`config.mk`:
```
export PLATFORM = sky130hd
export DESIGN_NAME = rc_add_sub_seq_flat
export DESIGN_NICKNAME = d
export VERILOG_FILES = /design/src/rtl/rc_add_sub_seq_if.sv /design/src/rtl/rc_add_sub_seq.sv /design/src/flat_wrapper.sv
export SDC_FILE = /design/constraint.sdc
export NUM_CORES = 1
export LEC_CHECK = 0
export CAP_MARGIN = 20
export CORE_ASPECT_RATIO = 0.6
export CORE_MARGIN = 4
export CORE_UTILIZATION = 57
export DETAILED_ROUTE_END_ITERATION = 7
export GPL_TIMING_DRIVEN = 0
export PLACE_DENSITY = 0.9
export SLEW_MARGIN = 10
export SYNTH_ARGS = -nofsm -noshare
export SYNTH_HDL_FRONTEND = slang
export SYNTH_SLANG_ARGS = --single-unit
```
`constraint.sdc`:
```
create_clock -name CLK -period 14.55 [get_ports CLK]
set_clock_uncertainty 0.15 [all_clocks]
set_input_delay 4.365 -clock CLK [delete_from_list [all_inputs] [get_ports CLK]]
set_output_delay 4.365 -clock CLK [all_outputs]
set_load 0.01 [all_outputs]
```
`src/rtl/rc_add_sub_seq_if.sv`:
```
// rc_add_sub_seq_if: operand/result bus for rc_add_sub_seq.
// The signed-overflow flag V is present only when RC_ADD_SUB_SEQ_OVF_EN is defined.
interface rc_add_sub_seq_if #(
  parameter int unsigned WIDTH = 32
);
  logic             START;
  logic [WIDTH-1:0] A;
  logic [WIDTH-1:0] B;
  logic             SnA;
  logic [WIDTH-1:0] Y;
  logic             CO;
  logic             BUSY;
  logic             DONE;
`ifdef RC_ADD_SUB_SEQ_OVF_EN
  logic             V;
`endif

  // Requester side: issues operations, observes results.
  modport master (
    output START, A, B, SnA,
`ifdef RC_ADD_SUB_SEQ_OVF_EN
    input  V,
`endif
    input  Y, CO, BUSY, DONE
  );

  // Arithmetic unit side.
  modport slave (
    input  START, A, B, SnA,
`ifdef RC_ADD_SUB_SEQ_OVF_EN
    output V,
`endif
    output Y, CO, BUSY, DONE
  );
endinterface

```
`src/rtl/rc_add_sub_seq.sv`:
```
// rc_add_sub_seq: sequential adder/subtractor that processes SLICE bits per cycle, LSB first,
// over WIDTH/SLICE RUN cycles. Y/CO are registered and load only on the completion edge.
// Define RC_ADD_SUB_SEQ_OVF_EN to add the registered signed-overflow output V on the bus.
module rc_add_sub_seq #(
  parameter int unsigned WIDTH = 32,
  parameter int unsigned SLICE = 8
) (
  input logic             CLK,
  input logic             RST,
  rc_add_sub_seq_if.slave bus
);
  localparam int unsigned N    = WIDTH / SLICE;
  localparam int unsigned CntW = (N > 1) ? $clog2(N) : 1;
  localparam logic [CntW-1:0]  LastCnt = CntW'(N - 1);
  localparam logic [WIDTH-1:0] SegMask = WIDTH'({SLICE{1'b1}});

  typedef enum logic [1:0] {StIdle, StRun, StFin} state_e;

  state_e           r_state;
  state_e           w_state_next;
  logic             w_capture;
  logic             w_busy;
  logic             w_done;
  logic             w_last;

  logic [WIDTH-1:0] r_a;
  logic [WIDTH-1:0] r_b;
  logic             r_sna;
  logic [CntW-1:0]  r_cnt;
  logic             r_carry;
  logic [WIDTH-1:0] r_sum;
  logic [WIDTH-1:0] r_y;
  logic             r_co;

  logic [31:0]      w_off;
  logic [SLICE-1:0] w_a_seg;
  logic [SLICE-1:0] w_b_x;
  logic [SLICE:0]   w_seg_ext;
  logic [WIDTH-1:0] w_full;

  assign w_last = (r_cnt == LastCnt);

  // State register.
  always_ff @(posedge CLK or posedge RST) begin
    if (RST) begin
      r_state <= StIdle;
    end else begin
      r_state <= w_state_next;
    end
  end

  // Next-state decode plus BUSY/DONE; START is only honoured outside RUN.
  always_comb begin
    w_state_next = r_state;
    w_capture    = 1'b0;
    w_busy       = 1'b0;
    w_done       = 1'b0;
    unique case (r_state)
      StIdle: begin
        if (bus.START) begin
          w_capture    = 1'b1;
          w_state_next = StRun;
        end
      end
      StRun: begin
        w_busy = 1'b1;
        if (w_last) begin
          w_state_next = StFin;
        end
      end
      StFin: begin
        w_done = 1'b1;
        if (bus.START) begin
          w_capture    = 1'b1;
          w_state_next = StRun;
        end else begin
          w_state_next = StIdle;
        end
      end
      default: w_state_next = StIdle;
    endcase
  end

  // One slice of the ripple add; B is inverted and carry seeded with SnA for subtraction.
  always_comb begin
    w_off     = 32'(r_cnt) * SLICE;
    w_a_seg   = SLICE'(r_a >> w_off);
    w_b_x     = SLICE'(r_b >> w_off) ^ {SLICE{r_sna}};
    w_seg_ext = {1'b0, w_a_seg} + {1'b0, w_b_x} + {{SLICE{1'b0}}, r_carry};
    // Partial sum with the current segment merged in, so the last edge can load Y directly.
    w_full    = (r_sum & ~(SegMask << w_off)) | (WIDTH'(w_seg_ext[SLICE-1:0]) << w_off);
  end

  // Operand capture, slice iteration and result registers.
  always_ff @(posedge CLK or posedge RST) begin
    if (RST) begin
      r_a     <= '0;
      r_b     <= '0;
      r_sna   <= 1'b0;
      r_cnt   <= '0;
      r_carry <= 1'b0;
      r_sum   <= '0;
      r_y     <= '0;
      r_co    <= 1'b0;
    end else if (w_capture) begin
      r_a     <= bus.A;
      r_b     <= bus.B;
      r_sna   <= bus.SnA;
      r_cnt   <= '0;
      r_carry <= bus.SnA;
      r_sum   <= '0;
    end else if (r_state == StRun) begin
      r_sum   <= w_full;
      r_carry <= w_seg_ext[SLICE];
      r_cnt   <= w_last ? '0 : r_cnt + 1'b1;
      if (w_last) begin
        r_y  <= w_full;
        r_co <= w_seg_ext[SLICE];
      end
    end
  end

`ifdef RC_ADD_SUB_SEQ_OVF_EN
  logic r_v;
  logic w_msb_cin;

  // Carry into the MSB recovered from its sum bit: s = a ^ b ^ cin.
  assign w_msb_cin = w_a_seg[SLICE-1] ^ w_b_x[SLICE-1] ^ w_seg_ext[SLICE-1];

  // Signed overflow flag, loaded alongside Y.
  always_ff @(posedge CLK or posedge RST) begin
    if (RST) begin
      r_v <= 1'b0;
    end else if (!w_capture && (r_state == StRun) && w_last) begin
      r_v <= w_msb_cin ^ w_seg_ext[SLICE];
    end
  end

  assign bus.V = r_v;
`endif

  assign bus.Y    = r_y;
  assign bus.CO   = r_co;
  assign bus.BUSY = w_busy;
  assign bus.DONE = w_done;
endmodule
```
`src/flat_wrapper.sv`:
```
// flat-port wrapper written by rule: the top's interface ports become plain ports
module rc_add_sub_seq_flat 
#(
  parameter int unsigned WIDTH = 32,
  parameter int unsigned SLICE = 8
)
  (CLK, RST, bus_START, bus_A, bus_B, bus_SnA, bus_Y, bus_CO, bus_BUSY, bus_DONE);
  rc_add_sub_seq_if #(.WIDTH(WIDTH)) bus_i ();
  input logic CLK;
  input logic RST;
  input wire logic [$bits(bus_i.START)-1:0] bus_START;
  input wire logic [$bits(bus_i.A)-1:0] bus_A;
  input wire logic [$bits(bus_i.B)-1:0] bus_B;
  input wire logic [$bits(bus_i.SnA)-1:0] bus_SnA;
  output wire logic [$bits(bus_i.Y)-1:0] bus_Y;
  output wire logic [$bits(bus_i.CO)-1:0] bus_CO;
  output wire logic [$bits(bus_i.BUSY)-1:0] bus_BUSY;
  output wire logic [$bits(bus_i.DONE)-1:0] bus_DONE;
  assign bus_i.START = bus_START;
  assign bus_i.A = bus_A;
  assign bus_i.B = bus_B;
  assign bus_i.SnA = bus_SnA;
  assign bus_Y = bus_i.Y;
  assign bus_CO = bus_i.CO;
  assign bus_BUSY = bus_i.BUSY;
  assign bus_DONE = bus_i.DONE;
  rc_add_sub_seq #(.WIDTH(WIDTH), .SLICE(SLICE)) u_core (.CLK(CLK), .RST(RST), .bus(bus_i));
endmodule
```
==> metrics.csv <==
stage,metric,value,unit
grt,grt_pass1_vias,4695,
yosys,syn_area,5770,um2
grt,grt_pass1_wl,26100,um
timing,max_freq,0.153,GHz
floorplanning,start_util,58.6,%
yosys,synth_cells,452,
yosys,synthTopCellsByCount,"127 x dfrtp_1, 65 x mux2_2, 38 x nand2_1",
route,dr.first_iter.drc_count,522,
timing,fin_crit_sh,45.0,%
worst_setup_path,endpoint,bus_BUSY,
timing,setup_viol,0,
yosys,syn_area_per_cell,12.8,um2
timing,slew_violations,0,
clock_tree,cts_setup_buffers,0,
timing,fin_crit,6550,ps
status,status,"complete, no violations",
finish,fill_cells,545,
worst_setup_path,crit_fanout,9,
placed_design,dp_hpwl,10900,um
route,wl_met3,1710,um
floorplanning,boundaryPins,103,
yosys,muxShareOfSynthArea,18.9,%
yosys,synth_top_family_by_area,multiplexers,
route,routed.top_layer,met4,
timing,slew_headroom,44.5,%
worst_setup_path,cp-end-kind,output pin,
yosys,synth_most_common_cell,dfrtp_1,
worst_setup_path,timing.rr.end,u_core.bus.Y[6],
floorplanning,rows,28,
route,ant_nets,0,
route,wl_met1,6730,um
timing,hold_viol,0,
yosys,yosys.area_share.simple,6.45,%
placed_design,io_buffers,102,
clock_tree,cts-resized-gates,0,
timing,tns,0,ps
yosys,syn_nets,533,
clock_tree,cts_buffers,17,
finish,regArea,3180,um2
yosys,synth_edf_count,0,
grt,grt_usage,29.7,%
yosys,synth_xor_area_share,2.11,%
route,wirelength,16300,um
placed_design,routabilityCongestion,0.891,
floorplanning,dieHeight,85.9,um
clock_tree,htreeDepth,4,
worst_setup_path,startpoint_type,flip-flop,
clock_tree,clk_path_buf_depth,2,
timing,rsz0062_at_grt,no,
grt,grt_antenna_before_repair,0,
clock_tree,cts_tree,done,
yosys,yosys_warnings,0,
yosys,yosys-top-cells-area,"dfrtp_1 55%, mux2_2 13%, mux4_2 6.3%, o21ai_0 2.8%, nand2_1 2.5%",
finish,insertedDiodeCount,0,
floorplanning,core_area,9840,um2
yosys,yosysUniqueCellTypes,38,
worst_setup_path,reg2reg_slack,10610,ps
timing,worst_pin_slew,832,ps
grt,grt_overflow,0,
yosys,synth_fa_ha_area_share,3.08,%
clock_tree,ctsHoldBuffers,0,
worst_setup_path,crit_start,u_core.r_state[1],
flow_run,drv_cap,0,
route,route.met2.wl,7410,um
yosys,yosysTopAreaCell,dfrtp_1,
route,dr.pass1.iters,5,
finish,area_delta_synth_final,32.7,%
grt,grt_start_max_net_pins,74,
yosys,synth_compound_area_share,11.3,%
yosys,ys_seq_area_share,55.1,%
clock_tree,insertion_delay,420,ps
clock_tree,clk_pin_slew,60,ps
clock_tree,root_buffer,clkbuf_16,
yosys,synth-async-reset-ratio,100,%
worst_setup_path,r2r_start,u_core.r_cnt[0],
floorplanning,die_area,11800,um2
worst_setup_path,critical_path_required,10030,ps
worst_setup_path,r2r_cells,12,
yosys,synth-main-ff-cell,dfrtp_1,
floorplanning,die_w,138,um
route,drc,0,
yosys,synth_top_area_share,55.1,%
route,via_per_inst,6.23,
hold_path,hold_class,flip-flop to flip-flop,
worst_setup_path,arrival,2030,ps
route,wl_per_cell,22.5,um
yosys,ys_ff_latch,127,
finish,drive_gt1_share,24.9,%
worst_setup_path,path_class,flip-flop to output pin,
clock_tree,cts.sinks,127,
finish,multiInputGateArea,2410,um2
route,num_vias,4498,
finish,nNetsFinal,655,
==> sequential cells by signal, indices dropped and copies added, names as in the netlist <==
| name | count |
|---|---|
| u_core.bus.Y | 32 |
| u_core.bus.CO | 1 |
| u_core.r_cnt | 2 |
| u_core.r_a | 32 |
| u_core.r_sna | 1 |
| u_core.r_sum | 24 |
| u_core.r_carry | 1 |
| u_core.r_b | 32 |
| u_core.r_state | 2 |
==> per-layer routing <==
layer / GRT usage, % / vias up
met2: 45.6 / 295
met4: 9.51 / 0
met1: 41.6 / 2270
met5: 0 / -
li1: - / 1880
met3: 8.38 / 53
==> worst min path at each step <==
stage | startpoint | end | slack (ps) | cells after the start
final | u_core.bus.Y[26] | u_core.bus.Y[26] | 340 | 2
after global routing | u_core.r_sum[17] | u_core.r_sum[17] | 360 | 1
after CTS | u_core.r_sum[15] | u_core.r_sum[15] | 340 | 2
after detailed placement | u_core.r_sum[15] | u_core.r_sum[15] | 320 | 2
after global placement | u_core.r_sum[15] | u_core.r_sum[15] | 310 | 2
after floorplan | u_core.r_sum[15] | u_core.r_sum[15] | 290 | 2
==> stage by stage <==
stage,setup WS (ps),hold slack (ps),util (%),cell area [um2],cells
finish,8000,338,77.7,7650,722
global placement,5150,306,70.7,6960,689
CTS,8010,336,77.7,7650,722
floorplan,6650,292,-,5770,452
global route,7950,357,77.7,7650,722
detailed placement,8170,317,71.0,6990,690
==> cells in the final DEF (no fill, tap or decap), types with 4 or more instances in the layout <==
master / instances
a21oi_1: 18
a221oi_1: 6
a221oi_2: 4
a22o_1: 11
a22o_2: 4
a22oi_1: 4
and3_1: 10
buf_2: 14
bufinv_16: 5
clkbuf_1: 6
clkbuf_16: 17
clkdlybuf4s50_1: 102
dfrtp_1: 127
ha_1: 11
inv_1: 9
mux2_2: 65
mux4_2: 16
nand2_1: 38
nor2_1: 30
o21ai_0: 32
o31ai_1: 5
xor2_1: 10
==> worst max-delay path: stages, from the launching register on <==
cell and delay (ps):
dfrtp_1 380, nand2b_1 150, buf_2 180, inv_2 70, buf_2 240, clkdlybuf4s50_1 600
==> area by class of cell <==
class | count | share of cell area (%)
tap | 135 | 2.21
inverter | 12 | 0.654
clock inverter | 12 | 2.71
timing repair buffer | 103 | 13.7
buffer | 25 | 1.70
clock buffer | 20 | 5.97
multi-input combinational | 288 | 31.5
sequential | 127 | 41.5
==> kinds of logic after synthesis <==
family / count (synthesis)
DFF: 127
AOI/OAI and AO/OA: 94
and+or+nand+nor: 87
muxes: 81
buffers and inverters: 37
xor gates and xnor gates: 13
adders and majority gates: 13
Power is left out: the tool's default activity adds up to more than one toggle a clock period on the data nets, which glitch-free logic cannot reach.
